**config.mk**
```make
export PLATFORM = sky130hd
export DESIGN_NAME = wrr_arbiter
export DESIGN_NICKNAME = d
export VERILOG_FILES = /design/src/rtl/wrr_arbiter.sv
export SDC_FILE = /design/constraint.sdc
export NUM_CORES = 1
export LEC_CHECK = 0
export BUFFER_PORTS_ARGS = -buffer_cell sky130_fd_sc_hd__buf_2
export CORE_MARGIN = 10
export CORE_UTILIZATION = 43
export CTS_CLUSTER_SIZE = 20
export DETAILED_ROUTE_END_ITERATION = 6
export PLACE_DENSITY = 0.71
export SETUP_SLACK_MARGIN = 0.4
export SKIP_CTS_REPAIR_TIMING = 1
export SYNTH_ARGS = -nofsm -noshare
export SYNTH_HDL_FRONTEND = slang
export SYNTH_SLANG_ARGS = --single-unit
```
**constraint.sdc**
```tcl
create_clock -name clk -period 4.53 [get_ports clk]
set_input_delay 0.2265 -clock clk [delete_from_list [all_inputs] [get_ports clk]]
set_output_delay 0.2265 -clock clk [all_outputs]
set_load 0.01 [all_outputs]
```
**src/rtl/wrr_arbiter.sv**
```systemverilog
// Weighted round-robin arbiter: registered one-hot grant, per-grant beat budget from latched weight.
// Optional macro WRR_LOCK_EN adds lock_i, which holds the grant past its weight limit.
module wrr_arbiter #(
    parameter int NUM_PORTS = 4,
    parameter int WEIGHT_W  = 4,
    localparam int IDW      = (NUM_PORTS > 1) ? $clog2(NUM_PORTS) : 1
) (
    input  logic                          clk,
    input  logic                          reset_n,
    input  logic [NUM_PORTS-1:0]          req_i,
    input  logic [NUM_PORTS*WEIGHT_W-1:0] weight_i,
    input  logic                          ack_i,
`ifdef WRR_LOCK_EN
    input  logic                          lock_i,
`endif
    output logic [NUM_PORTS-1:0]          gnt_o,
    output logic                          gnt_valid_o,
    output logic [IDW-1:0]                gnt_id_o
);

    typedef enum logic {
        IDLE,
        GRANT
    } state_t;

    localparam logic [IDW:0]   NP_W = (IDW+1)'(NUM_PORTS);
    localparam logic [IDW-1:0] LAST = IDW'(NUM_PORTS-1);

    state_t                state_q, state_d;
    logic [IDW-1:0]        id_q, id_d;
    logic [IDW-1:0]        ptr_q, ptr_d;
    logic [WEIGHT_W-1:0]   cnt_q, cnt_d;
    logic [WEIGHT_W-1:0]   wt_q, wt_d;

    logic [IDW-1:0]        rel_ptr, base, off, win;
    logic [IDW:0]          sum;
    logic [WEIGHT_W-1:0]   win_wt;
    logic [WEIGHT_W-1:0]   wt_arr [NUM_PORTS];
    logic [2*NUM_PORTS-1:0] req_dbl;
    logic [NUM_PORTS-1:0]  req_rot;
    logic                  found, at_limit, do_release, lock;

`ifdef WRR_LOCK_EN
    assign lock = lock_i;
`else
    assign lock = 1'b0;
`endif

    for (genvar g = 0; g < NUM_PORTS; g++) begin : g_wt
        assign wt_arr[g] = weight_i[g*WEIGHT_W +: WEIGHT_W];
    end

    // Rotate requests so the search base sits at bit 0, then take the lowest set bit.
    always_comb begin
        rel_ptr = (id_q == LAST) ? '0 : id_q + 1'b1;
        base    = (state_q == GRANT) ? rel_ptr : ptr_q;
        req_dbl = {req_i, req_i} >> base;
        req_rot = req_dbl[NUM_PORTS-1:0];
        found   = 1'b0;
        off     = '0;
        for (int unsigned k = 0; k < NUM_PORTS; k++) begin
            if (!found && req_rot[k]) begin
                found = 1'b1;
                off   = IDW'(k);
            end
        end
        sum = {1'b0, base} + {1'b0, off};
        if (sum >= NP_W) begin
            sum = sum - NP_W;
        end
        win    = sum[IDW-1:0];
        win_wt = (wt_arr[win] == '0) ? WEIGHT_W'(1) : wt_arr[win];
    end

    always_comb begin
        state_d    = state_q;
        id_d       = id_q;
        ptr_d      = ptr_q;
        cnt_d      = cnt_q;
        wt_d       = wt_q;
        at_limit   = (cnt_q == wt_q - 1'b1);
        do_release = 1'b0;
        case (state_q)
            IDLE: begin
                if (found) begin
                    state_d = GRANT;
                    id_d    = win;
                    cnt_d   = '0;
                    wt_d    = win_wt;
                end
            end
            GRANT: begin
                do_release = !req_i[id_q] || (ack_i && at_limit && !lock);
                if (do_release) begin
                    ptr_d = rel_ptr;
                    if (found) begin
                        id_d  = win;
                        cnt_d = '0;
                        wt_d  = win_wt;
                    end else begin
                        state_d = IDLE;
                        id_d    = '0;
                        cnt_d   = '0;
                    end
                end else if (ack_i && !at_limit) begin
                    // Reaching the limit without release only happens under lock: saturate.
                    cnt_d = cnt_q + 1'b1;
                end
            end
            default: state_d = IDLE;
        endcase
    end

    always_ff @(posedge clk or negedge reset_n) begin
        if (!reset_n) begin
            state_q <= IDLE;
            id_q    <= '0;
            ptr_q   <= '0;
            cnt_q   <= '0;
            wt_q    <= WEIGHT_W'(1);
        end else begin
            state_q <= state_d;
            id_q    <= id_d;
            ptr_q   <= ptr_d;
            cnt_q   <= cnt_d;
            wt_q    <= wt_d;
        end
    end

    assign gnt_valid_o = (state_q == GRANT);
    assign gnt_id_o    = id_q;
    assign gnt_o       = gnt_valid_o ? (NUM_PORTS'(1) << id_q) : '0;

endmodule

```
Yosys cells after proc, flatten, opt, wreduce, memory -nomap -nowiden. Cells that the tools add are included. Widths: inputs -> output; s select.

Add/subtract/negate cells: 5. Magnitude comparators: 3. Eq/ne operators: 5. Shift-type cells: 2. Mux-type cells: 31. Bitwise logic cells: 2. Reduce and logical (&&, ||, !) cells: 15.

Operators with widths (number): $mux 4 (9); $mux 2 (8); $pmux 4 s2 (2); $bmux 4 s2 (1); $mux 1 (8); $shr 8x2->4 (1); $ge 3x3->1 const B (2); $reduce_and 2->1 (3); $logic_and 1x1->1 (5); $logic_not 1->1 (5); $add 4x1->4 const B (1); $eq 4x4->1 (1); $logic_not 4->1 (1); $pmux 2 s2 (1); $shl 1x2->4 const A (1); $sub 4x1->4 const B (1); $add 2x2->3 (1); $lt 2x3->1 const B (1); $ne 3x1->1 const B (1); $not 2->3 (1); $add 2x1->2 const B (1); $bmux 1 s2 (1); $eq 2x2->1 const B (1); $ne 2x1->1 const B (1); 5 further kinds (5).

Bits in registers: 13. Bits of input ports: 23. Output and inout bits: 7.

Depth between registers and ports, before layout. Gate-level depths: netlist of run 1.

Depth in word-level cells: 26. Gate-level depth with buffers: 13. Gate-level depth less buffers: 12.

Worst setup path before layout of run 1. OpenSTA, ideal clock, no wires.

Path kind: register to register. Start point: register id_q[0], in the netlist gnt_id_o[0]. End point: register wt_q[0]. Data arrival time: 2.881 ns. Data required time: 4.439 ns. Slack: 1.559 ns. Stages on the path, launching flop included: 13. Buffers on the path: 1. Clock period less this slack: 2.971 ns. Cells stage by stage: dfrtp_1 -> inv_1 -> ha_1 -> mux2i_4 -> o22a_1 -> o221ai_1 -> o31a_1 -> ha_1 -> clkbuf_1 -> mux2i_1 -> a31oi_1 -> and3_1 -> o31ai_1.

Longest elaborated chain between the ends: 26.

Ends and longest elaborated chain: start: declaration (line 30) `logic [IDW-1:0] id_q, id_d;`; start signal: assignment (line 123) `id_q <= id_d;`; $add 2x1->2 / $eq 2x2->1 (equally long branches) (line 55) `rel_ptr = (id_q == LAST) ? '0 : id_q + 1'b1;`; $mux 2 (*) (line 55); net rel_ptr[1] (line 35) `logic [IDW-1:0] rel_ptr, base, off, win;`; $mux 2 (*) (line 56) `base = (state_q == GRANT) ? rel_ptr : ptr_q;`; $shr 8x2->4 (line 57) `req_dbl = {req_i, req_i} >> base;`; $mux 1 (line 62) `if (!found && req_rot[k]) begin`; $logic_not 1->1 (line 62); $logic_and 1x1->1 (line 62); [10 not listed]; $not 2->3 (not written as such) (line 72) `win_wt = (wt_arr[win] == '0) ? WEIGHT_W'(1) : wt_arr[win];`; $bmux 4 s2 (line 72); $mux 4 (not written as such) (2 in a row) (line 72); $logic_not 4->1 (line 72); $mux 4 (line 72); $mux 4 (*) (line 85, 96); $mux 4 (line 94) `if (do_release) begin`; $pmux 4 s2 (*) (line 83) `case (state_q)`; end signal: assignment (line 126) `wt_q <= wt_d;`; end: declaration (line 33) `logic [WEIGHT_W-1:0] wt_q, wt_d;`.

The timed path passes the listed nets; every way through them passes the cells marked *. The select of a mux whose other input is x is not followed. A chain may end at the register's enable or synchronous reset.

Worst setup path in the final report of run 1. Same ends and word-level chain as after synthesis.

==> qor.csv, run 1 <==
stage,metric,value,unit
pwr,seqPwrFrac,23.5,%
setup_path,end_kind,flip-flop,
finish,fin_nets,193,
cts,clk_path_buf_depth,2,
finish,layout_common_cells,"buf_2 (29), nand2_1 (15), dfrtp_1 (12)",
global_routing,track_usage,10.92,%
synthesis,synthFlopType,dfrtp_1,
synthesis,yosysWarnings,0,
job,maxCapViolations,0,
setup_path,startpoint_type,flip-flop,
finish,fill_cells,258,
floorplanning,row_count,18,
cts,cts_sinks,13,
routing,antenna_left,0,
finish,area_growth,17.56,%
cts,tritoncts,yes,
pwr,power.leakage,0.0006743,µW
synthesis,async_reset_ff_share,100.0,%
floorplanning,dieArea,0.005203,mm²
pwr,sw_frac_of_total,44.88,%
floorplanning,die_x,72.13,µm
sta,relSlewSlack,57.16,%
pwr,cellPowerDensity,707.2,mW/mm²
pwr,pwr-share-comb,69.2,%
finish,final_common_cell,buf_2,
pwr,vdd_drop_max,0.3693,mV
synthesis,ys_seq_area_share,27.94,%
sta,tns,0,ns
global_routing,antenna_found_initial,0,
floorplanning,ioPinCount,30,
worst_hold_path,min-delay-path-class,primary input to async pin,
setup_path,critPathLaunch,gnt_id_o[0],
sta,finalSetupViolCount,0,
setup_path,arrival,3.33,ns
pwr,switching_power,436.1,µW
routing,route.detailed.drc,0,
routing,viasPerCell,5.542,
pwr,p_total,971.6,µW
run_status,status,completed,
global_routing,grt_overflow,0,
routing,wl_per_cell,14.18,µm
sta,grt_setup_unrepaired,no,
sta,finalHoldViolCount,0,
placed_design,gp_congestion,0.7936,
synthesis,synth_nets,161,
placed_design,io_buffers,29,
cts,clk_latency,0.28,ns
sta,max_freq,318.9,MHz
setup_path,required,4.73,ns
synthesis,syn_area,0.001169,mm²
cts,cts_made_buffers,3,
floorplanning,initial_utilization,45.92,%
pwr,clockPowerShare,7.3,%
synthesis,ys_types,40,
placed_design,hpwl,2251,µm
setup_path,reg2reg_from,gnt_id_o[0],
sta,clock_skew,0.01107,ns
floorplanning,coreArea,0.002545,mm²
pwr,p_int,535.6,µW
setup_path,crit_type,flip-flop to flip-flop,
synthesis,syn_avg_cell_area,8.921,µm²
routing,drt-initial-drc-count,40,
routing,drt_first_pass_iters,4,
finish,n_antenna_cell,0,
setup_path,path_max_fanout,10,
routing,routed_wl,2722,µm
cts,htree_levels,1,
routing,vias,1064,
synthesis,synthCells,131,
global_routing,grt_max_degree,19,
cts,root_buffer,clkbuf_4,
sta,period_needed,3.136,ns
cts,clk_pin_slew,0.09,ns
sta,worst_pin_slew,0.6425,ns
synthesis,synth_edf_count,0,
synthesis,synth-seq-cells,13,
global_routing,grt_pass1_vias,1128,
global_routing,grt_pass1_wl,4830,µm
finish,drive_gt1_share,26.54,%
sta,finalCritPeriodShare,69.23,%
sta,maxSlewViolCount,0,
floorplanning,die_h,72.13,µm
-- area by class of cell --
| type | count | area, µm² | area share, % |
|---|---|---|---|
| Inverter | 7 | 26.28 | 1.913 |
| Timing Repair Buffer | 31 | 162.7 | 11.84 |
| Multi-Input combinational cell | 107 | 793.3 | 57.74 |
| Clock buffer | 3 | 22.52 | 1.639 |
| Tap cell | 30 | 37.54 | 2.732 |
| Sequential cell | 13 | 326.6 | 23.77 |
| Clock inverter | 1 | 5.005 | 0.3643 |
-- critical path, stage by stage, from the launching register on --
cell	delay, ns
dfrtp_1	0.50
inv_1	0.13
ha_1	0.35
mux2i_4	0.11
o21ai_0	0.21
a21oi_1	0.10
o31a_1	0.28
ha_1	0.57
mux2i_1	0.29
a31oi_1	0.11
and3_1	0.18
o31ai_1	0.22
-- synthesized netlist by cell type (2+ instances only) --
cell / n / area (µm²)
mux2_2: 2 / 22.52
xnor2_1: 4 / 35.03
o21ai_0: 3 / 15.01
clkbuf_1: 3 / 11.26
nand2b_1: 2 / 12.51
nor2_1: 7 / 26.28
and2_1: 5 / 31.28
xor2_1: 4 / 35.03
nor3_1: 3 / 15.01
nand4_1: 2 / 12.51
a21o_1: 2 / 15.01
inv_1: 7 / 26.28
ha_1: 7 / 87.58
nand2_1: 15 / 56.30
o22ai_1: 2 / 12.51
a21oi_1: 6 / 30.03
a21boi_0: 3 / 22.52
dfrtp_1: 12 / 300.3
and3_1: 5 / 31.28
o31ai_1: 5 / 37.54
o31a_1: 2 / 17.52
nand3_1: 4 / 20.02
mux2i_1: 9 / 90.09
-- metrics by stage --
step | setup WS [ns] | instances | hold slack [ns] | cell area [µm²] | util, %
2_1_floorplan | 1.559 | 131 | -0.06909 | 1169 | -
3_3_place_gp | 1.634 | 187 | 0.1293 | 1336 | 52.51
3_5_place_dp | 1.398 | 187 | 0.1331 | 1336 | 52.51
4_1_cts | 1.378 | 191 | -0.1818 | 1364 | 53.59
5_1_grt | 1.076 | 192 | 0.3802 | 1374 | 53.98
6_report | 1.394 | 192 | 0.3589 | 1374 | 53.98
-- logic make-up after synthesis --
family	count (synthesis)	synth area share, %
fa+ha+maj	7	7.494
xor+xnor	8	5.995
flops	13	27.94
mux	13	13.49
simple gates	48	20.77
buf+inv	11	4.176
compound gates	31	20.13
-- flip-flops by register name (all words and copies together), names as in the netlist --
name and count:
ptr_q 2, gnt_valid_o 1, wt_q 4, gnt_id_o 2
cnt_q 4
-- routing by layer --
| metal | up-vias | wire [µm] | track usage, % |
|---|---|---|---|
| met5 | - | 0 | 0 |
| met4 | 0 | 24 | 0.8602 |
| met3 | 2 | 226 | 5.714 |
| met2 | 30 | 1282 | 18.56 |
| met1 | 495 | 1189 | 12.27 |
| li1 | 537 | - | - |
-- power by group through the flow --
stage	clock network (µW)	logic, µW	registers (µW)
2_1_floorplan	0	542	220
3_3_place_gp	0	655	227
3_5_place_dp	0	682	231
4_1_cts	74.6	683	229
5_1_grt	79.5	761	240
6_report	71.1	673	228
-- worst paths after layout --
| path | cells after the start | endpoint | slack, ns |
|---|---|---|---|
| max reg2reg | 11 | wt_q[0] | 1.39 |
| min in group clk | 4 | cnt_q[0] | 0.38 |
| max in group asynchronous | 2 | wt_q[0] | 3.89 |
| min reg2reg | 1 | ptr_q[0] | 0.51 |
| max | 11 | wt_q[0] | 1.39 |
| min | 2 | cnt_q[3] | 0.36 |
No activity file was read; power rests on OpenSTA's default activity.
==> inputs of run 2 (changes only) <==
==> constraint.sdc (replaced) <==
create_clock -name clk -period 2.9 [get_ports clk]
set_input_delay 0.145 -clock clk [delete_from_list [all_inputs] [get_ports clk]]
set_output_delay 0.145 -clock clk [all_outputs]
set_load 0.01 [all_outputs]
==> qor.csv, run 2 (synthesized netlist as in run 1, its figures left out) <==
stage,metric,value,unit,change
sta,tns,0,ns,unchanged
sta,grt_setup_unrepaired,yes,,
finish,n_antenna_cell,0,,unchanged
pwr,cellPowerDensity,1225,mW/mm²,+73%
setup_path,arrival,2.85,ns,-0.48 ns
sta,maxSlewViolCount,0,,unchanged
routing,wl_per_cell,15.74,µm,+11%
floorplanning,die_x,72.13,µm,unchanged
pwr,p_total,1870,µW,+92%
cts,cts_sinks,13,,unchanged
global_routing,grt_pass1_wl,5030,µm,+4.1%
setup_path,cp_cell_sequence,inv_2 -> ha_4 -> mux2i_4 -> nand2_1 -> o221ai_2 -> o31a_1 -> ha_4 -> buf_4 -> mux2i_2 -> a31oi_1 -> and3_1 -> o31ai_2,,
placed_design,hpwl,2339,µm,+3.9%
routing,routed_wl,3195,µm,+17%
cts,clk_path_buf_depth,2,,unchanged
setup_path,cpMostUsedCell,ha_4,,
global_routing,antenna_found_initial,0,,unchanged
sta,clock_skew,0.0004930,ns,-0.01058 ns
sta,finalSetupViolCount,0,,unchanged
routing,drt_first_pass_iters,4,,unchanged
global_routing,track_usage,11.31,%,+0.39 points
setup_path,critPathLaunch,gnt_id_o[1],,
finish,final_common_cell,buf_2,,
finish,reg_top3,"cnt_q: 4 flops, wt_q: 4 flops",,
floorplanning,dieArea,0.005203,mm²,unchanged
floorplanning,die_h,72.13,µm,unchanged
setup_path,crit_type,flip-flop to flip-flop,,
placed_design,io_buffers,29,,unchanged
sta,finalCritPeriodShare,91.27,%,+22 points
setup_path,critPathTopFamily,compound AO/OA/AOI/OAI gates,,
floorplanning,row_count,18,,unchanged
setup_path,end_kind,flip-flop,,
floorplanning,coreArea,0.002545,mm²,unchanged
sta,max_freq,377.8,MHz,+18%
setup_path,reg2reg_from,gnt_id_o[1],,
routing,vias,1143,,+7.4%
sta,finalHoldViolCount,0,,unchanged
job,maxCapViolations,0,,unchanged
finish,drive_gt1_share,38.73,%,+12 points
finish,fin_cells,203,,+5.7%
setup_path,critPathBufInv,2,,+1
global_routing,grt_overflow,0,,unchanged
sta,period_needed,2.647,ns,-0.4892 ns
placed_design,gp_congestion,0.8473,,+6.8%
floorplanning,ioPinCount,30,,unchanged
finish,fin_nets,204,,+5.7%
cts,tritoncts,yes,,
setup_path,slowest_stage,dfrtp_2,,
sta,worst_pin_slew,0.3117,ns,-0.3309 ns
routing,antenna_left,0,,unchanged
global_routing,grt_pass1_vias,1178,,+4.4%
placed_design,placed_cells,188,,+0.53%
finish,layout_common_cells,"buf_2 (29), nand2_1 (15), buf_4 (11)",,
setup_path,required,3.10,ns,-1.63 ns
run_status,status,completed,,
routing,viasPerCell,5.631,,+1.6%
cts,clk_pin_slew,0.08,ns,about the same
setup_path,worst_path_largest_cell_delay,0.44,ns,-0.13 ns
pwr,vdd_drop_max,1.017,mV,+180%
cts,clk_latency,0.28,ns,about the same
setup_path,path_max_fanout,8,,-2
cts,htree_levels,1,,unchanged
global_routing,grt_max_degree,15,,-4
setup_path,startpoint_type,flip-flop,,
finish,area_growth,30.62,%,
floorplanning,initial_utilization,45.92,%,unchanged
cts,root_buffer,clkbuf_4,,
worst_hold_path,min-delay-path-class,primary input to async pin,,
pwr,power.leakage,0.0007251,µW,+7.5%
sta,relSlewSlack,79.22,%,+22 points
cts,cts_made_buffers,3,,unchanged
routing,drt-initial-drc-count,66,,+65%
routing,route.detailed.drc,0,,unchanged
## run 2: worst paths after layout
check	end	slack, ns	cells after the start
setup / recovery	wt_q[0]	0.25	12
hold / removal	cnt_q[2]	0.27	2
setup reg to reg	wt_q[0]	0.25	12
hold reg to reg	ptr_q[0]	0.49	1
max in group asynchronous	wt_q[0]	2.34	2
min in group clk	cnt_q[1]	0.27	4
## run 2: stage by stage
step           cell area [µm²]  hold slack, ns  util (%)  worst slack [ns]
3_3_place_gp              1363         0.05288     53.54            0.2066
2_1_floorplan             1197         -0.1506         -            0.4093
4_1_cts                   1389         -0.2466     54.57           0.03741
6_report                  1526          0.2698     59.98            0.2531
3_5_place_dp              1363         0.05765     53.54           0.04923
5_1_grt                   1526          0.3021     59.98            0.1193
## run 2: final cells by class
| class | count | area, µm² |
|---|---|---|
| Clock buffer | 4 | 26.28 |
| Inverter | 7 | 26.28 |
| Timing Repair Buffer | 42 | 249.0 |
| Fill cell | 233 | 1018 |
| Tap cell | 30 | 37.54 |
| Sequential cell | 13 | 329.1 |
| Multi-Input combinational cell | 107 | 858.3 |
## run 2: where the power goes
group | internal [µW] | leakage, µW | switching [µW] | total (µW)
logic | 745 | 0.000555 | 661 | 1410
clock network | 53.4 | 0.0000150 | 65.6 | 119
registers | 267 | 0.000155 | 77.3 | 345
total | 1070 | 0.000725 | 804 | 1870
## run 2: worst register-to-register path, delay by kind of cell, from the launching register on
family / cells / cell delay (ns)
AND/OR/NAND/NOR: 2 / 0.31
buffers and inverters: 2 / 0.24
adder cells (fa/ha/maj): 2 / 0.43
flip-flops: 1 / 0.44
AO/OA/AOI/OAI: 4 / 0.70
multiplexers: 2 / 0.44
## run 2: routing by layer
| layer | vias to the layer above | track usage (%) | share of wire, % |
|---|---|---|---|
| met4 | 0 | 4.516 | 2.3 |
| met1 | 531 | 13.61 | 43 |
| met5 | - | 0 | 0 |
| met3 | 9 | 2.585 | 6.2 |
| met2 | 42 | 18.85 | 49 |
| li1 | 561 | - | - |
==> inputs of run 3 (changes only) <==
--- a/config.mk
+++ b/config.mk
@@ -6,11 +6,13 @@
 export NUM_CORES = 1
 export LEC_CHECK = 0
 export BUFFER_PORTS_ARGS = -buffer_cell sky130_fd_sc_hd__buf_2
+export CELL_PAD_IN_SITES_DETAIL_PLACEMENT = 1
+export CELL_PAD_IN_SITES_GLOBAL_PLACEMENT = 1
 export CORE_MARGIN = 10
-export CORE_UTILIZATION = 43
+export CORE_UTILIZATION = 39
 export CTS_CLUSTER_SIZE = 20
 export DETAILED_ROUTE_END_ITERATION = 6
-export PLACE_DENSITY = 0.71
+export PLACE_DENSITY = 0.83
 export SETUP_SLACK_MARGIN = 0.4
 export SKIP_CTS_REPAIR_TIMING = 1
 export SYNTH_ARGS = -nofsm -noshare
==> qor.csv, run 3 (synthesized netlist as in run 1, its figures left out) <==
stage,metric,value,unit,change
routing,viasPerCell,5.716,,+1.5%
placed_design,pre_cts_slack,0.05470,ns,+0.005466 ns
finish,area_growth,30.73,%,about the same
routing,vias,1149,,+0.52%
setup_path,startpoint_type,flip-flop,,
routing,drt_first_pass_iters,4,,unchanged
setup_path,r2r_end,wt_q[0],,
job,maxCapViolations,0,,unchanged
pwr,vdd_drop_max,0.6584,mV,-35%
run_status,status,completed,,
setup_path,critPathBufInv,2,,unchanged
setup_path,rr_worst_depth,12,,unchanged
cts,clk_latency,0.29,ns,about the same
setup_path,reg2reg_from,gnt_id_o[1],,
global_routing,antenna_found_initial,0,,unchanged
routing,wl_per_cell,18.66,µm,+19%
floorplanning,coreArea,0.002805,mm²,+10%
placed_design,hpwl,2693,µm,+15%
floorplanning,die_h,74.74,µm,+3.6%
finish,final_util,54.46,%,-5.5 points
setup_path,slowest_stage,dfrtp_2,,
sta,tns,0,ns,unchanged
setup_path,crit_type,flip-flop to flip-flop,,
finish,fin_cells,201,,-0.99%
finish,fill_cells,348,,+49%
routing,drt-initial-drc-count,31,,-53%
floorplanning,row_count,19,,+1
setup_path,required,3.10,ns,about the same
worst_hold_path,whs_endpoint,cnt_q[1],,
routing,routed_wl,3750,µm,+17%
sta,finalSetupViolCount,0,,unchanged
routing,antenna_left,0,,unchanged
sta,setup_slack,0.2897,ns,+0.03662 ns
placed_design,placed_cells,191,,+1.6%
finish,final_common_cell,buf_2,,
floorplanning,initial_utilization,41.66,%,-4.3 points
sta,period_needed,2.610,ns,-0.03662 ns
cts,clk_pin_slew,0.09,ns,about the same
sta,finalHoldViolCount,0,,unchanged
global_routing,track_usage,12.29,%,+0.99 points
setup_path,path_max_fanout,8,,unchanged
cts,htree_levels,1,,unchanged
sta,max_freq,383.1,MHz,+1.4%
finish,layout_common_cells,"buf_2 (29), nand2_1 (15), dfrtp_1 (9)",,
setup_path,end_kind,flip-flop,,
global_routing,grt_overflow,0,,unchanged
sta,maxSlewViolCount,0,,unchanged
setup_path,r2r_slack,0.29,ns,+0.04 ns
worst_hold_path,min-delay-path-class,primary input to flip-flop,,
finish,reg_top3,"cnt_q: 4 flops, wt_q: 4 flops",,
global_routing,grt_max_degree,14,,-1
sta,finalCritPeriodShare,90.01,%,-1.3 points
routing,route.detailed.drc,0,,unchanged
floorplanning,dieArea,0.005586,mm²,+7.4%
global_routing,grt_pass1_vias,1181,,+0.25%
sta,clock_skew,0.004517,ns,+0.004024 ns
cts,root_buffer,clkbuf_4,,
pwr,cellPowerDensity,1283,mW/mm²,+4.7%
finish,fin_nets,201,,-1.5%
setup_path,critPathTopFamily,compound AO/OA/AOI/OAI gates,,
floorplanning,ioPinCount,30,,unchanged
worst_hold_path,hold_start,ack_i,,
pwr,power.leakage,0.0007138,µW,-1.6%
placed_design,io_buffers,29,,unchanged
setup_path,cp_cell_sequence,inv_2 -> ha_4 -> mux2i_4 -> o22a_1 -> o221ai_1 -> o31a_1 -> ha_4 -> buf_12 -> mux2i_4 -> a31oi_1 -> and3_1 -> o31ai_2,,
cts,clk_path_buf_depth,2,,unchanged
setup_path,worst_path_largest_cell_delay,0.41,ns,-0.03 ns
cts,cts_sinks,13,,unchanged
placed_design,gp_congestion,0.8786,,+3.7%
worst_hold_path,hold_depth,4,,
cts,cts_made_buffers,3,,unchanged
global_routing,grt_pass1_wl,5430,µm,+8.0%
cts,tritoncts,yes,,
setup_path,arrival,2.81,ns,-0.04 ns
finish,n_antenna_cell,0,,unchanged
sta,grt_setup_unrepaired,yes,,
sta,worst_pin_slew,0.3193,ns,+0.007625 ns
sta,relSlewSlack,78.71,%,-0.51 points
floorplanning,die_x,74.74,µm,+3.6%
finish,drive_gt1_share,37.06,%,-1.7 points
run 3: final cells by class:
cell class / instances / area, µm² / area share (%)
Timing Repair Buffer: 39 / 239.0 / 15.64
Sequential cell: 13 / 330.3 / 21.62
Multi-Input combinational cell: 107 / 864.6 / 56.59
Inverter: 7 / 28.78 / 1.884
Tap cell: 31 / 38.79 / 2.539
Clock buffer: 4 / 26.28 / 1.720
run 3: worst max-delay path by stage:
stage,start,end,cells after the start
2_1_floorplan,gnt_id_o[0],wt_q[0],12
3_3_place_gp,gnt_id_o[0],wt_q[0],11
3_5_place_dp,gnt_id_o[0],wt_q[0],12
4_1_cts,gnt_id_o[0],wt_q[0],12
5_1_grt,gnt_id_o[1],wt_q[0],12
6_report,gnt_id_o[1],wt_q[0],12
run 3: metrics by stage:
step                instance area, µm²  total power (µW)  hold WS (ns)
floorplan                         1197              1256       -0.1506
global placement                  1379              1458       0.05913
detailed placement                1379              1528       0.06321
CTS                               1405              1651       -0.2635
global route                      1528              2120        0.2843
finish                            1528              1961        0.2644
run 3: report_power, final:
group	switching, µW	leakage (µW)	internal (µW)
clock	65.9	0.0000150	53.5
sequential	77.0	0.000155	267
combinational	724	0.000544	773
total	866	0.000714	1090
run 3: metal layers:
| layer | routed length, µm | GRT usage, % |
|---|---|---|
| met1 | 1514 | 13.76 |
| met2 | 1903 | 20.65 |
| met3 | 280 | 4.599 |
| met4 | 51 | 5.042 |
| met5 | 0 | 0 |
run 3: worst reg2reg max path, delay by kind of cell (launching register included):
family / cells / cell delay [ns]
compound gates: 5 / 0.74
fa+ha+maj: 2 / 0.52
buf+inv: 2 / 0.21
flops: 1 / 0.41
mux: 2 / 0.48
simple gates: 1 / 0.17
